`src/rtl/wb_stream_fifo.sv`:
```
// Wishbone-written word FIFO drained through a valid/ready stream port.
// Optional dropped-write counter at offset 3: define WB_STREAM_FIFO_OVFCNT_EN.
module wb_stream_fifo #(
    parameter int unsigned DEPTH = 16
) (
    input  logic        clk_i,
    input  logic        rst_i,
    input  logic [31:0] wb_addr_i,
    input  logic [31:0] wb_wdata_i,
    output logic [31:0] wb_rdata_o,
    input  logic        wb_wr_en_i,
    input  logic [3:0]  wb_byte_en_i,
    input  logic        wb_stb_i,
    input  logic        wb_cyc_i,
    output logic        wb_ack_o,
    output logic [31:0] m_tdata_o,
    output logic        m_tvalid_o,
    input  logic        m_tready_i,
    output logic        irq_o
);

    localparam int unsigned LW = $clog2(DEPTH) + 1;
    localparam int unsigned AW = LW - 1;

    logic [LW-1:0] wr_ptr_q, wr_ptr_d, rd_ptr_q, rd_ptr_d, thresh_q, thresh_d;
    logic          ovf_q, ovf_d, enable_q, enable_d, ack_q, ack_d, irq_q, irq_d;
    logic [31:0]   rdata_q, rdata_d;
    logic [31:0]   mem_q [DEPTH];

    logic [LW-1:0] level_c;
    logic          full_c, empty_c, access_c, push_c, push_ok_c, pop_c, clear_c, ctrl_wr_c;
    logic [31:0]   status_c, ctrl_c, ovf_rd_c, rd_mux_c;

`ifdef WB_STREAM_FIFO_OVFCNT_EN
    logic [15:0]   ovfcnt_q, ovfcnt_d;
    assign ovf_rd_c = 32'(ovfcnt_q);
`else
    assign ovf_rd_c = '0;
`endif

    // Full/empty come from state at the start of the cycle
    assign level_c   = wr_ptr_q - rd_ptr_q;
    assign full_c    = (level_c == LW'(DEPTH));
    assign empty_c   = (level_c == '0);
    assign access_c  = wb_stb_i && wb_cyc_i && !ack_q;
    assign push_c    = access_c && wb_wr_en_i && (wb_addr_i[3:2] == 2'd0);
    assign push_ok_c = push_c && !full_c;
    assign ctrl_wr_c = access_c && wb_wr_en_i && (wb_addr_i[3:2] == 2'd2);
    assign clear_c   = ctrl_wr_c && wb_byte_en_i[0] && wb_wdata_i[0];
    assign pop_c     = m_tvalid_o && m_tready_i;

    assign m_tvalid_o = !empty_c && enable_q;
    assign m_tdata_o  = mem_q[rd_ptr_q[AW-1:0]];
    assign wb_ack_o   = ack_q;
    assign wb_rdata_o = rdata_q;
    assign irq_o      = irq_q;

    logic unused_c;
    assign unused_c = ^{wb_addr_i[31:4], wb_addr_i[1:0], wb_byte_en_i[3], wb_byte_en_i[1]};

    always_comb begin
        status_c          = '0;
        status_c[0]       = empty_c;
        status_c[1]       = full_c;
        status_c[2]       = ovf_q;
        status_c[8 +: LW] = level_c;
        ctrl_c            = '0;
        ctrl_c[1]         = enable_q;
        ctrl_c[16 +: LW]  = thresh_q;
        case (wb_addr_i[3:2])
            2'd1:    rd_mux_c = status_c;
            2'd2:    rd_mux_c = ctrl_c;
            2'd3:    rd_mux_c = ovf_rd_c;
            default: rd_mux_c = '0;
        endcase
    end

    // Next-state: pointers, sticky flags, control fields, bus response
    always_comb begin
        wr_ptr_d = wr_ptr_q;
        rd_ptr_d = rd_ptr_q;
        ovf_d    = ovf_q;
        enable_d = enable_q;
        thresh_d = thresh_q;
        rdata_d  = rdata_q;
        ack_d    = wb_stb_i && wb_cyc_i && !ack_q;
        irq_d    = (thresh_q != '0) && (level_c >= thresh_q);
`ifdef WB_STREAM_FIFO_OVFCNT_EN
        ovfcnt_d = ovfcnt_q;
`endif
        if (access_c) rdata_d = rd_mux_c;
        if (clear_c) begin
            wr_ptr_d = '0;
            rd_ptr_d = '0;
            ovf_d    = 1'b0;
`ifdef WB_STREAM_FIFO_OVFCNT_EN
            ovfcnt_d = '0;
`endif
        end else begin
            if (push_ok_c) wr_ptr_d = wr_ptr_q + LW'(1);
            if (pop_c)     rd_ptr_d = rd_ptr_q + LW'(1);
            if (push_c && full_c) begin
                ovf_d = 1'b1;
`ifdef WB_STREAM_FIFO_OVFCNT_EN
                if (ovfcnt_q != 16'hFFFF) ovfcnt_d = ovfcnt_q + 16'd1;
`endif
            end
        end
        if (ctrl_wr_c) begin
            if (wb_byte_en_i[0]) enable_d = wb_wdata_i[1];
            if (wb_byte_en_i[2]) thresh_d = wb_wdata_i[16 +: LW];
        end
    end

    always_ff @(posedge clk_i or posedge rst_i) begin
        if (rst_i) begin
            wr_ptr_q <= '0;
            rd_ptr_q <= '0;
            ovf_q    <= 1'b0;
            enable_q <= 1'b1;
            thresh_q <= '0;
            rdata_q  <= '0;
            ack_q    <= 1'b0;
            irq_q    <= 1'b0;
`ifdef WB_STREAM_FIFO_OVFCNT_EN
            ovfcnt_q <= '0;
`endif
        end else begin
            wr_ptr_q <= wr_ptr_d;
            rd_ptr_q <= rd_ptr_d;
            ovf_q    <= ovf_d;
            enable_q <= enable_d;
            thresh_q <= thresh_d;
            rdata_q  <= rdata_d;
            ack_q    <= ack_d;
            irq_q    <= irq_d;
`ifdef WB_STREAM_FIFO_OVFCNT_EN
            ovfcnt_q <= ovfcnt_d;
`endif
        end
    end

    // Storage is intentionally not reset
    always_ff @(posedge clk_i) begin
        if (push_ok_c) mem_q[wr_ptr_q[AW-1:0]] <= wb_wdata_i;
    end

endmodule

```
`config.mk`:
```
export PLATFORM = sky130hd
export DESIGN_NAME = wb_stream_fifo
export DESIGN_NICKNAME = d
export VERILOG_FILES = /design/src/rtl/wb_stream_fifo.sv
export SDC_FILE = /design/constraint.sdc
export NUM_CORES = 1
export LEC_CHECK = 0
export BUFFER_PORTS_ARGS = -buffer_cell sky130_fd_sc_hd__buf_4
export CAP_MARGIN = 20
export CORE_MARGIN = 5
export CORE_UTILIZATION = 57
export DETAILED_ROUTE_END_ITERATION = 10
export PLACE_DENSITY = 0.76
export SLEW_MARGIN = 20
export SYNTH_ARGS = -nofsm -noshare
export SYNTH_HDL_FRONTEND = slang
export SYNTH_SLANG_ARGS = --single-unit
```
`constraint.sdc`:
```
create_clock -name clk_i -period 8.8 [get_ports clk_i]
set_input_delay 0.88 -clock clk_i [delete_from_list [all_inputs] [get_ports clk_i]]
set_output_delay 0.88 -clock clk_i [all_outputs]
set_load 0.01 [all_outputs]
```
=== Yosys cells after proc, flatten, opt, wreduce, memory -nomap -nowiden ===
Memories as Yosys holds them, arrays and structs flattened.
Index checks and enable logic that the tools add are counted.

* Reductions and logical operators: 23
* Eq/ne operators: 3
* Add/sub/neg operators: 3
* Magnitude comparators: 1
* Multiplexer cells: 9

{| class="wikitable"
|+ Operators with widths
! operator !! count
|-
| $pmux 21 s2 || 1
|-
| $mux 5 || 4
|-
| $logic_and 1x1->1 || 12
|-
| $add 5x1->5 const B || 2
|-
| $reduce_bool 2->1 || 3
|-
| $eq 5x5->1 const B || 1
|-
| $ge 5x5->1 || 1
|-
| $logic_not 5->1 || 1
|-
| $reduce_bool 5->1 || 1
|-
| $sub 5x5->5 || 1
|-
| $mux 1 || 4
|-
| $reduce_and 2->1 || 2
|-
| $logic_not 1->1 || 3
|-
| $eq 2x1->1 const B || 1
|-
| $eq 2x2->1 const B || 1
|-
| $logic_not 2->1 || 1
|}

* Memory bits (writable): 512
* Output and inout port bits: 67
* Memories kept: 1
* Flip-flop bits (word level): 51

{| class="wikitable"
|+ Memory list
! memory !! words !! width !! read ports !! clocked after memory_dff !! wr ports !! line !! source
|-
| mem_q || 16 || 32 || 1 || 0 || 1 || 28 || <nowiki>logic [31:0] mem_q [DEPTH];</nowiki>
|}

=== Logic depth before layout (Yosys ltp) ===
* Word-level depth: 7
* Mapped depth: 11
* Mapped depth without buffers: 10

=== Worst setup path after synthesis ===
OpenSTA, ideal clock, no wires.

* Path type: register to register
* Start point: register rd_ptr_q[1]
* End point: memory mem_q[3][0], enable pin
* Data required time: 8.299 ns
* Setup slack: 2.859 ns
* Setup time: 0.501 ns
* Period minus slack after synthesis: 5.941 ns
* Arrival time: 5.439 ns
* Cell stages (with the launch flop): 10
* Cell sequence: dfrtp_1 buf_1 clkbuf_1 inv_1 fa_1 nor3b_1 and4_4 o211a_1 buf_6 nor4_1

* Longest elaborated chain between the ends: 6

{| class="wikitable"
|+ RTL lines
! element !! line !! source
|-
| start, declared || 25 || <nowiki>logic [LW-1:0] wr_ptr_q, wr_ptr_d, rd_ptr_q, rd_ptr_d, thresh_q, thresh_d;</nowiki>
|-
| start signal, assigned || 130 || <nowiki>rd_ptr_q <= rd_ptr_d;</nowiki>
|-
| $sub 5x5->5 || 42 || <nowiki>assign level_c = wr_ptr_q - rd_ptr_q;</nowiki>
|-
| $eq 5x5->1 || 43 || <nowiki>assign full_c = (level_c == LW'(DEPTH));</nowiki>
|-
| $logic_not 1->1 || 47 || <nowiki>assign push_ok_c = push_c && !full_c;</nowiki>
|-
| $logic_and 1x1->1 || 47 ||
|-
| $mux 1 || 145 || <nowiki>if (push_ok_c) mem_q[wr_ptr_q[AW-1:0]] <= wb_wdata_i;</nowiki>
|-
| $mux 1 (implied by the code) || 145 ||
|-
| end, declared || 28 ||
|}

Every way passes these cells.

=== Worst setup path in the final report ===
* Start point: register rd_ptr_q[0]
* End point: output port m_tvalid_o

* Longest elaborated chain between the ends: 4

{| class="wikitable"
|+ RTL lines
! element !! line !! source
|-
| $sub 5x5->5 || 42 ||
|-
| $logic_not 5->1 || 44 || <nowiki>assign empty_c = (level_c == '0);</nowiki>
|-
| $logic_not 1->1 || 52 || <nowiki>assign m_tvalid_o = !empty_c && enable_q;</nowiki>
|-
| $logic_and 1x1->1 || 52 ||
|-
| end, declared || 17 || <nowiki>output logic m_tvalid_o,</nowiki>
|}

Every way passes these cells.

==> impl_metrics.csv <==
group,metric,value,unit
outcome,outcome,"finished, final reports clean",
grt,grt_pass1_wl,67.7,mm
sta,fin_ws,4000,ps
pwr,p_leak,8.33,nW
sta,finalCriticalPeriod,4800,ps
setup_path,cp.arrival,3920,ps
clocking,numClockSinks,544,
detailed_routing,drcViolationCount,0,
setup_path,cp-start-kind,"flop",
sta,fin_setup_tns,0,ps
detailed_routing,drt_iter0_drc,778,
clocking,ctsHoldBuffers,0,
logic_synthesis,synth-edff-count,512,
place,dpl-instance-area,0.0227,mm²
clocking,cts_buffer_depth,3,
logic_synthesis,syn_area,0.0216,mm²
layout,drive_gt1_share,21.1,%
clocking,post_cts_resized,0,
place,place_ws,4140,ps
sta,setup_viol,0,
logic_synthesis,synthTopCellsByArea,"edfxtp_1 (71%), mux4_2 (6.7%), mux2i_1 (5.9%), dfrtp_1 (3.6%), a221oi_1 (2.6%)",
setup_path,cp_slowest_cell,"dfrtp_4",
logic_synthesis,yosys.area.top_type_share,71.3,%
worst_hold_path,hp-class,"primary input to async pin",
clocking,clkSlewWorstSetupHoldPaths,60,ps
logic_synthesis,synthCells,1153,
detailed_routing,drtPass1Iterations,6,
setup_path,crit_required,7920,ps
logic_synthesis,async_flop_share,5.88,%
sta,fin_skew,14.3,ps
setup_path,critical_path.top_delay_family,"flip-flops",
sta,max_freq,208,MHz
clocking,cts_tree,"yes",
sta,rsz0062_at_grt,"false",
floorplanning,num_rows,71,
layout,fin_area,0.0243,mm²
grt,overflow,0,
pwr,ir_drop,0.000176,V
detailed_routing,ant_nets,0,
sta,finalCritPeriodShare,54.5,%
grt,first_global_vias,11500,
floorplanning,core-area,0.0375,mm²
logic_synthesis,postSynthAreaPerCell,18.7,µm²
layout,fillCellCount,2535,
clocking,cts-root-buf,"clkbuf_16",
setup_path,crit_top_cell,"inv_1",
logic_synthesis,ys_types,54,
setup_path,crit_type,"flop to primary output",
clocking,clk_latency,580,ps
setup_path,crit_chain,"ha_1 -> inv_1 -> fa_1 -> xnor2_1 -> inv_1 -> a211oi_2 -> o22ai_1 -> and2_1 -> buf_4",
clocking,cts_setup_buffers,0,
detailed_routing,wl,44.3,mm
grt,grt_max_degree,64,
setup_path,r2r-start,"rd_ptr_q[0]",
layout,final_core_util,64.8,%
clocking,cts_htree_levels,2,
floorplanning,die_height,204,µm
detailed_routing,via_per_inst,6.16,
sta,worst_pin_slew,1120,ps
setup_path,critPathMaxStageDelay,1040,ps
setup_path,path_max_fanout,49,
floorplanning,dieArea,0.0418,mm²
sta,finalMaxSlewViolations,0,
place,io_buffer_count,89,
flow_run,cap_viol_max_count,0,
floorplanning,initial_utilization,57.5,%
layout,antenna_cells,0,
sta,relSlewSlack,25.4,%
clocking,cts_buffers,52,
grt,grt.total_usage,21.3,%
grt,antenna_found_initial,0,
logic_synthesis,ys.flop_type,"edfxtp_1",
layout,area_delta_synth_final,12.7,%
detailed_routing,wl_per_cell,24.6,µm
logic_synthesis,ys_seq_elements,544,
setup_path,crit_start,"rd_ptr_q[0]",
logic_synthesis,ys_seq_area_share,75.1,%
place,gp_congestion,0.776,
floorplanning,die_x,204,µm
logic_synthesis,yosysTopAreaCell,"edfxtp_1",
logic_synthesis,ys_warn_count,0,
place,hpwl,22.8,mm
layout,final_nets,1343,
sta,hold_viol_final,0,
pwr,p_per_area,297,mW/mm²
detailed_routing,vias,11100,
setup_path,worstSetupEndpointType,"primary output",
setup_path,worst-path-buf-inv,3,
floorplanning,ios,141,
## path summary, 6_finish.rpt
| path | to | slack, ps | depth (start not counted) |
|---|---|---|---|
| max in group asynchronous | rd_ptr_q[0] | 8060 | 3 |
| worst min-delay path | wb_rdata_o[19] | 400 | 3 |
| worst min register to register | wb_rdata_o[2] | 480 | 2 |
| worst max-delay path | m_tvalid_o | 4000 | 9 |
| worst max register to register | mem_q[0][14] | 4110 | 8 |
| min in group clk_i | wb_rdata_o[2] | 480 | 2 |
## synthesized netlist by cell type (all sizes together), types with 2 or more instances
cell type,number
a211oi,2
a21oi,12
a221oi,64
a22o,2
a22oi,31
a31o,2
and2,7
and3,16
and4,3
buf,47
clkbuf,33
dfrtp,31
edfxtp,512
ha,17
inv,15
mux2,6
mux2i,128
mux4,64
nand2,58
nand3,15
nand3b,4
nand4,5
nor2,11
nor2b,3
o21ai,38
o22ai,2
o31ai,2
or3,2
or4,2
xor2,2
## layer usage
| layer | vias to the layer above | track usage (%) | share of wire, % |
|---|---|---|---|
| met2 | 382 | 35.4 | 50 |
| met4 | 0 | 5.50 | 2.4 |
| met3 | 74 | 3.40 | 6.3 |
| met1 | 5756 | 30.2 | 42 |
| li1 | 4868 | - | - |
| met5 | - | 0 | 0 |
## where the power goes
part | switching [W] | internal [W]
sequential | 0.000110 | 0.00287
combinational | 0.00117 | 0.000938
clock | 0.000910 | 0.00122
## registers in the layout, indices dropped and copies added, names as in the netlist
signal      count
thresh_q        5
mem_q         512
wb_ack_o        1
ovf_q           1
wb_rdata_o     13
enable_q        1
rd_ptr_q        5
wr_ptr_q        5
irq_o           1
## logic make-up after synthesis
family | share of synthesized area [%]
compound gates | 5.60
fa+ha+maj | 1.08
buf+inv | 2.23
xor+xnor | 0.122
simple gates | 2.95
other cells | 0.0174
mux | 12.9
flops | 75.1
## placed cells by master (no fill, tap or decap), drive strengths merged, types with 19 or more instances in the layout
cell / instances
clkbuf: 63
conb: 19
buf: 106
dfrtp: 31
a221oi: 64
clkinv: 22
nand2: 58
a22oi: 31
mux4: 64
edfxtp: 512
o21ai: 38
mux2i: 128
## through the flow
| step | power (W) | hold slack [ps] | cells |
|---|---|---|---|
| final | 0.00722 | 404 | 1800 |
| after CTS | 0.00727 | 392 | 1800 |
| after global placement | 0.00511 | 453 | 1708 |
| after floorplan | 0.00443 | 463 | 1171 |
| after detailed placement | 0.00515 | 463 | 1708 |
| after global routing | 0.00756 | 424 | 1800 |
## worst min-delay path, delay by kind of cell
kind | cells | cell delay [ps]
buffers and inverters | 3 | 520
## layout make-up
type | count | area [µm²] | share of cell area (%)
clock inverters | 29 | 245 | 1.01
well taps | 511 | 639 | 2.63
flip-flops and latches | 544 | 16200 | 66.6
inverters | 16 | 60.1 | 0.247
repair buffers | 106 | 800 | 3.29
multi-input cells | 531 | 5010 | 20.6
clock buffers | 63 | 1360 | 5.61
Note: power is estimated with default switching activity, not from simulation.
